`config.mk`:
```
export PLATFORM = sky130hd
export DESIGN_NAME = alu_exec_stage
export DESIGN_NICKNAME = d
export VERILOG_FILES = /design/src/rtl/alu_exec_pkg.sv /design/src/rtl/alu_op_decode.sv /design/src/rtl/alu_exec_stage.sv
export SDC_FILE = /design/constraint.sdc
export NUM_CORES = 1
export LEC_CHECK = 0
export ABC_AREA = 1
export CORE_MARGIN = 2
export CORE_UTILIZATION = 25
export CTS_BUF_LIST = sky130_fd_sc_hd__clkbuf_4 sky130_fd_sc_hd__clkbuf_8
export CTS_CLUSTER_SIZE = 10
export DETAILED_ROUTE_END_ITERATION = 8
export PLACE_DENSITY = 0.44
export SLEW_MARGIN = 20
export SYNTH_ARGS = -nofsm -noshare
export SYNTH_HDL_FRONTEND = slang
export SYNTH_SLANG_ARGS = --single-unit
```
`constraint.sdc`:
```
create_clock -name clk -period 1.2 [get_ports clk]
set_input_delay 0.12 -clock clk [delete_from_list [all_inputs] [get_ports clk]]
set_output_delay 0.12 -clock clk [all_outputs]
set_load 0.01 [all_outputs]
```
`src/rtl/alu_exec_pkg.sv`:
```
// Shared constants and the internal operation encoding for the execute stage.
package alu_exec_pkg;

  localparam int unsigned ALUOP_W = 3;
  localparam int unsigned FUNCT_W = 6;
  localparam int unsigned SHAMT_W = 5;
  localparam int unsigned OP_W    = 4;

  // ALUOp classes driven by the control unit
  localparam logic [ALUOP_W-1:0] ALUOP_RTYPE  = 3'b111;
  localparam logic [ALUOP_W-1:0] ALUOP_ADDI   = 3'b100;
  localparam logic [ALUOP_W-1:0] ALUOP_ORI    = 3'b101;
  localparam logic [ALUOP_W-1:0] ALUOP_ANDI   = 3'b110;
  localparam logic [ALUOP_W-1:0] ALUOP_BRANCH = 3'b001;
  localparam logic [ALUOP_W-1:0] ALUOP_LUI    = 3'b011;

  // R-type funct field values
  localparam logic [FUNCT_W-1:0] FUNCT_ADD = 6'h20;
  localparam logic [FUNCT_W-1:0] FUNCT_SUB = 6'h22;
  localparam logic [FUNCT_W-1:0] FUNCT_AND = 6'h24;
  localparam logic [FUNCT_W-1:0] FUNCT_OR  = 6'h25;
  localparam logic [FUNCT_W-1:0] FUNCT_NOR = 6'h27;
  localparam logic [FUNCT_W-1:0] FUNCT_SLL = 6'h00;
  localparam logic [FUNCT_W-1:0] FUNCT_SRL = 6'h02;

  typedef enum logic [OP_W-1:0] {
    OP_AND     = 4'h0,
    OP_OR      = 4'h1,
    OP_NOR     = 4'h2,
    OP_ADD     = 4'h3,
    OP_SUB     = 4'h4,
    OP_SLL     = 4'h5,
    OP_SRL     = 4'h6,
    OP_LUI     = 4'h7,
    OP_ILLEGAL = 4'hF
  } alu_op_e;

endpackage

```
`src/rtl/alu_op_decode.sv`:
```
// Combinational ALU-control decode: ALUOp class plus funct field to operation.
module alu_op_decode
  import alu_exec_pkg::*;
(
  input  logic [ALUOP_W-1:0] alu_op,
  input  logic [FUNCT_W-1:0] funct,
  output alu_op_e            op_c
);

  always_comb begin
    op_c = OP_ILLEGAL;
    case (alu_op)
      ALUOP_RTYPE: begin
        case (funct)
          FUNCT_ADD: op_c = OP_ADD;
          FUNCT_SUB: op_c = OP_SUB;
          FUNCT_AND: op_c = OP_AND;
          FUNCT_OR:  op_c = OP_OR;
          FUNCT_NOR: op_c = OP_NOR;
          FUNCT_SLL: op_c = OP_SLL;
          FUNCT_SRL: op_c = OP_SRL;
          default:   op_c = OP_ILLEGAL;
        endcase
      end
      ALUOP_ADDI:   op_c = OP_ADD;
      ALUOP_ORI:    op_c = OP_OR;
      ALUOP_ANDI:   op_c = OP_AND;
      ALUOP_BRANCH: op_c = OP_SUB;
      ALUOP_LUI:    op_c = OP_LUI;
      default:      op_c = OP_ILLEGAL;
    endcase
  end

endmodule

```
`src/rtl/alu_exec_stage.sv`:
```
// Registered MIPS execute stage: ALU-control decode, ALU, branch decision.
// Define ALU_OVERFLOW_EN to add a registered signed-overflow output.
module alu_exec_stage
  import alu_exec_pkg::*;
#(
  parameter int unsigned WIDTH = 32
) (
  input  logic               clk,
  input  logic               rst,
  input  logic               in_Valid,
  input  logic [ALUOP_W-1:0] ALUOp,
  input  logic [FUNCT_W-1:0] ALUFunction,
  input  logic [SHAMT_W-1:0] Shamt,
  input  logic [WIDTH-1:0]   A,
  input  logic [WIDTH-1:0]   B,
  input  logic               BranchEQ,
  input  logic               BranchNE,
  output logic               out_Valid,
  output logic [WIDTH-1:0]   ALUResult,
  output logic               Zero,
  output logic               Branch,
`ifdef ALU_OVERFLOW_EN
  output logic               Overflow,
`endif
  output logic               Illegal
);

  alu_op_e          op_c;
  logic [WIDTH-1:0] result_c;
  logic             zero_c;
  logic             branch_c;
  logic             illegal_c;

  alu_op_decode u_decode (
    .alu_op (ALUOp),
    .funct  (ALUFunction),
    .op_c   (op_c)
  );

  always_comb begin
    result_c = '0;
    case (op_c)
      OP_AND:  result_c = A & B;
      OP_OR:   result_c = A | B;
      OP_NOR:  result_c = ~(A | B);
      OP_ADD:  result_c = A + B;
      OP_SUB:  result_c = A - B;
      OP_SLL:  result_c = B << Shamt;
      OP_SRL:  result_c = B >> Shamt;
      OP_LUI:  result_c = WIDTH'({B[15:0], 16'h0000});
      default: result_c = '0;
    endcase
  end

  // Illegal ops report Zero=1 but must never take a branch
  assign illegal_c = (op_c == OP_ILLEGAL);
  assign zero_c    = (result_c == '0);
  assign branch_c  = ~illegal_c & ((BranchEQ & zero_c) | (BranchNE & ~zero_c));

`ifdef ALU_OVERFLOW_EN
  logic overflow_c;

  always_comb begin
    overflow_c = 1'b0;
    case (op_c)
      OP_ADD:  overflow_c = (A[WIDTH-1] == B[WIDTH-1]) && (result_c[WIDTH-1] != A[WIDTH-1]);
      OP_SUB:  overflow_c = (A[WIDTH-1] != B[WIDTH-1]) && (result_c[WIDTH-1] != A[WIDTH-1]);
      default: overflow_c = 1'b0;
    endcase
  end

  always_ff @(posedge clk or posedge rst) begin
    if (rst) Overflow <= 1'b0;
    else     Overflow <= overflow_c;
  end
`endif

  always_ff @(posedge clk or posedge rst) begin
    if (rst) begin
      out_Valid <= 1'b0;
      ALUResult <= '0;
      Zero      <= 1'b0;
      Branch    <= 1'b0;
      Illegal   <= 1'b0;
    end else begin
      out_Valid <= in_Valid;
      ALUResult <= result_c;
      Zero      <= zero_c;
      Branch    <= branch_c;
      Illegal   <= illegal_c;
    end
  end

endmodule

```
Yosys cells after proc, flatten, opt, wreduce, memory -nomap -nowiden
Cells that the tools add are included.

storage, ports and cells
  bits in registers = 36
  input port bits = 83
  word-level logic and storage cells = 44

cells by class
  eq/ne operators = 20
  add/subtract/negate cells = 2
  shift operators = 2
  reductions and logical operators = 3
  multiplexer cells = 3
  bitwise logic cells = 9

operator list
  cell                                           number
  one-hot mux 32 bit (8 select lines)            1
  adder 32 bit                                   1
  bitwise AND 32 bit                             1
  logical NOT 32 bit                             1
  NOT 32 bit                                     1
  bitwise OR 32 bit                              1
  left shift 32 x 5 -> 32 bit                    1
  right shift 32 x 5 -> 32 bit                   1
  subtractor 32 bit                              1
  == test 6 bit, second input constant           5
  one-hot mux 4 bit (7 select lines)             1
  one-hot mux 4 bit (6 select lines)             1
  == test 4 x 3 -> 1 bit, second input constant  4
  == test 3 bit, second input constant           4
  == test 4 x 2 -> 1 bit, second input constant  2
  == test 6 x 2 -> 1 bit, second input constant  1
  logical NOT 6 bit                              1
  == test 4 x 1 -> 1 bit, second input constant  1
  == test 4 bit, second input constant           1
  logical NOT 4 bit                              1
  bitwise AND 1 bit                              3
  == test 3 x 1 -> 1 bit, second input constant  1
  == test 3 x 2 -> 1 bit, second input constant  1
  NOT 1 bit                                      2
  bitwise OR 1 bit                               1

Longest topological paths before layout
  word-level depth = 10
  gate-level depth with buffers = 35

Hierarchy
A second synthesis with hierarchy kept.

second synthesis, totals
  cell total of the unflattened synthesis = 1,813
  area, all modules = 9,176.3 um^2

by module, submodules not included
  module          cells each  seq. area each (um^2)  area an instance (um^2)  instances
  alu_exec_stage  1,769       900.9                  8,957.3                  1
  alu_op_decode   44          0.0                    219.0                    1

Worst setup path before layout
Ideal clock, no wire load.

  path kind = input to register
  start = input port B[0]
  end = register Branch
  data arrival time = 3.689 ns
  cell stages on the path = 32
  data required time = 1.083 ns
  slack = -2.605 ns
  library setup time = 0.117 ns
  cell sequence = inv_1 > ha_1 > inv_1 > nor3_1 > inv_1 > nor3_1 > inv_1 > nor3_2 > nand3_1 > nor2_1 > inv_1 > nor3_1 > nand4_1 > nor2_1 > nand2_1 > o21ai_0 > xor2_1 > ha_1 > a21o_1 > a21oi_1 > o21ai_0 > a21oi_1 > nand2_1 > or2_2 > nand3_1 > nand3_1 > nor2_1 > nand2_1 > nor2_1 > nand3_2 > nor2_1 > nor2_1

between the ends
  elaborated cells on any way between the ends = 14
  those cells by class = add/sub: 2; shift: 2; mux: 1; bitwise: 8; reduce/logical: 1

RTL lines
  item                                       RTL line              source
  start, declared                            alu_exec_stage.sv:15  input logic [WIDTH-1:0] B,
  subtractor 32 bit (tied with other cells)  alu_exec_stage.sv:47  OP_SUB: result_c = A - B;
  one-hot mux 32 bit (8 select lines) *      alu_exec_stage.sv:42  case (op_c)
  net result_c[27]                           alu_exec_stage.sv:29  logic [WIDTH-1:0] result_c;
  logical NOT 32 bit *                       alu_exec_stage.sv:57  assign zero_c = (result_c == '0);
  NOT 1 bit                                  alu_exec_stage.sv:58  assign branch_c = ~illegal_c & ((BranchEQ & zero_c) | (BranchNE & ~zero_c));
  bitwise AND 1 bit                          alu_exec_stage.sv:58
  bitwise OR 1 bit *                         alu_exec_stage.sv:58
  bitwise AND 1 bit *                        alu_exec_stage.sv:58
  net branch_c                               alu_exec_stage.sv:31  logic branch_c;
  end signal, assigned                       alu_exec_stage.sv:89  Branch <= branch_c;
  end, declared                              alu_exec_stage.sv:21  output logic Branch,

Mark *: on every way through the listed nets, which the timed path passes. The rest lies on a longest branch.

Worst setup path in the final report
Same ends and word-level chain as after synthesis.

==> results by group <==
Status
  • Status: complete, but fails checks
  • Failing checks: negative setup slack

Power and ir drop
  • Power Dens Cells: 698 nW/um^2
  • Peak supply drop: 0.000834 V
  • LEAKAGE: slightly above 8 nW

Layout
  • Nets: ~2.4k
  • Fill cells: between 3k and 4k
  • Synth-to-Final Area Change: 79.6%
  • Most common cell after layout, fill and taps aside: buf_4
  • Most frequent cells in the layout: buf_4, nand2_1, nor2_1
  • Fin cells: between 2k and 3k
  • Ant. Diodes: 0
  • Core Util, Final: 0.457
  • Layout cells sized above 1: 0.364

Routing
  • Post-DRT Antenna Nets: 0
  • 1st-pass router iterations: 5
  • DRC: 0
  • Via/cell ratio: ~4.9
  • Final WL: between 40,000 and 50,000 um
  • WL per Instance: between 15 and 20 um
  • Vias: between 10k and 15k
  • 1st-iter DRT viols: slightly above 1k

Global route
  • Vias in the first global route: around 13k
  • Initial antenna violation count: 0
  • GRT overflow: 0
  • Global-route wire length before repair: 73,700 um
  • GR Util All Layers: 0.263
  • Largest net degree at the start of global routing: 37

Setup path
  • CP max FO: 3
  • Slowest-stage cell, CP: ha_1
  • Kind of critical path: in2reg
  • Most frequent CP cell: nand2_1
  • WP data arrival: roughly 4.2 ns
  • Crit path largest cell delay: around 0.30 ns
  • CP required: about 1.4 ns
  • Crit start category: input pin
  • Critical Path Sink Type: flip-flop

Yosys
  • Top FF cell, synth: dfrtp_1
  • Asr flop ratio synth: 1.00
  • Register area share after synthesis: 0.102
  • Top cell type by total area after synthesis: nand2_1
  • Top cells by area, synth: nand2_1, nor2_1, nand3_1, dfrtp_1, o21ai_0
  • Synthesis warning total: 0
  • Synthesized instance count: ~1.7k
  • Post-synth EDFFs: 0
  • Share of the synthesized area in the top cell type: 0.215
  • Number of synthesized register bits: 36
  • Mapped Avg Cell Area: between 5 and 6 sq um
  • Syn nets: roughly 1.8k
  • Netlist cell types: 48
  • Cell Area, Synth: between 8000 and 9000 sq um

Floorplan
  • Core Region: around 35,000 sq um
  • Die W: around 190 um
  • Starting density of the core: 0.255
  • Placement Rows: 68
  • # IOs: between 100 and 150
  • Die height: between 150 and 200 um
  • Die footprint: between 30,000 and 40,000 sq um

Placed design
  • Detailed Place HPWL: just over 40,000 um
  • Worst slack at placement: -3.83 ns
  • Post-Place Cells: ~2.7k
  • GPL Wtd Cong: approximately 0.98
  • I/O Buffers: ~120

Clocking
  • H-tree depth: 2
  • Clock root buffer: clkbuf_8
  • Clock transition at path regs: about 0.06 ns
  • CTS tree: done
  • CTS buffer count: 5
  • CTS Hold Bufs: 0
  • CTS Sinks: 36
  • Clock Path Buffers: 2

Timing
  • RSZ-0062 raised after global routing: true
  • Slew @ Worst Pin: between 0.6 and 0.7 ns
  • # setup viols final: 34
  • Worst setup margin: -2.75 ns
  • Hold Violations, Final: 0
  • Slew headroom: 0.543
  • Minimum clock period: 3.95 ns
  • Period Utilization, post-route: 3.29
  • Max Clk Rate: 253 MHz
  • Max Slew Vio Count: 0

Worst hold path
  • Hold crit path type: in2async

Run
  • Max Cap Viol: 0
## cell usage after synthesis (4+ instances only)
library cell / count
nor2_2: 7
buf_2: 29
a21oi_1: 64
o211ai_1: 8
nor3_1: 27
nand3_1: 193
o21ai_0: 110
inv_2: 8
o21a_1: 4
nor2_1: 275
and2_1: 5
xnor2_1: 6
nand3_2: 8
a31oi_1: 5
clkinv_1: 7
o21ai_1: 24
dfrtp_1: 36
buf_1: 12
nand4_1: 41
a21o_1: 8
xor2_1: 45
o22ai_1: 8
ha_1: 34
inv_1: 144
nand2_1: 505
clkbuf_1: 50
or2_2: 4
mux2i_1: 4
buf_6: 7
## worst max-delay path, delay by kind of cell
kind | cells | cell delay [ns]
simple gates | 22 | 2.38
buf+inv | 7 | 0.55
compound gates | 3 | 0.55
fa+ha+maj | 2 | 0.41
xor+xnor | 1 | 0.16
## final cells by class
class | instances | area (sq um) | area share
Clock inverter | 1 | 30.0 | 0.00190
Multi-Input combinational cell | 1414 | 8070 | 0.510
Sequential cell | 36 | 901 | 0.0569
Timing Repair Buffer | 652 | 5530 | 0.349
Inverter | 159 | 638 | 0.0403
Tap cell | 455 | 569 | 0.0360
Clock buffer | 7 | 96.3 | 0.00608
## state kept, by name, indices dropped and copies added (netlist names)
| signal | flops |
|---|---|
| ALUResult | 32 |
| Branch | 1 |
| Illegal | 1 |
| Zero | 1 |
| out_Valid | 1 |
## through the flow
stage / hold slack [ns] / total power [mW] / setup TNS [ns] / area (sq um)
final: 0.178 / 11.0 / -66.89 / 15800
after floorplan: 0.151 / 4.74 / -52.60 / 9060
after global routing: 0.196 / 11.9 / -73.63 / 15800
after detailed placement: 0.488 / 8.67 / -99.94 / 14100
after global placement: 0.486 / 8.70 / -99.40 / 14100
after CTS: 0.174 / 10.4 / -73.10 / 15100
## final timing paths
check / start / endpoint / slack, ns / cells past startpoint
max in group asynchronous: rst / ALUResult[3]$_DFF_PP0_ / 0.84 / 3
worst max-delay path: B[0] / Branch$_DFF_PP0_ / -2.75 / 35
min in group clk: in_Valid / out_Valid$_DFF_PP0_ / 0.28 / 1
worst min-delay path: rst / ALUResult[30]$_DFF_PP0_ / 0.18 / 3
## per-layer routing
layer	track usage	wire, um
met1	0.370	23000
met2	0.445	22800
met3	0.00804	2320
met4	0.0589	1120
met5	0	0
## logic make-up after synthesis
family | count (synthesis) | share of synthesized area
muxes | 4 | 0.00454
DFF | 36 | 0.102
and+or+nand+nor | 1078 | 0.518
AOI/OAI and AO/OA | 245 | 0.152
xor gates and xnor gates | 51 | 0.0507
adders and majority gates | 35 | 0.0505
buffers and inverters | 260 | 0.122
## power by group
group	total, mW	leakage [nW]	internal (mW)	switching (mW)
clock	1.12	0.0645	0.732	0.386
sequential	1.46	0.455	1.42	0.0449
combinational	8.47	7.64	3.96	4.51
## repair_timing
| item | in CTS | in global routing |
|---|---|---|
| buffers inserted | 33 | 30 |
| gates cloned | 1 | 0 |
| setup endpoints to repair | 71 | 34 |
| pin swaps | 73 | 105 |
| gates resized for setup | 282 | 154 |
No activity file was read; power rests on OpenSTA's default activity.
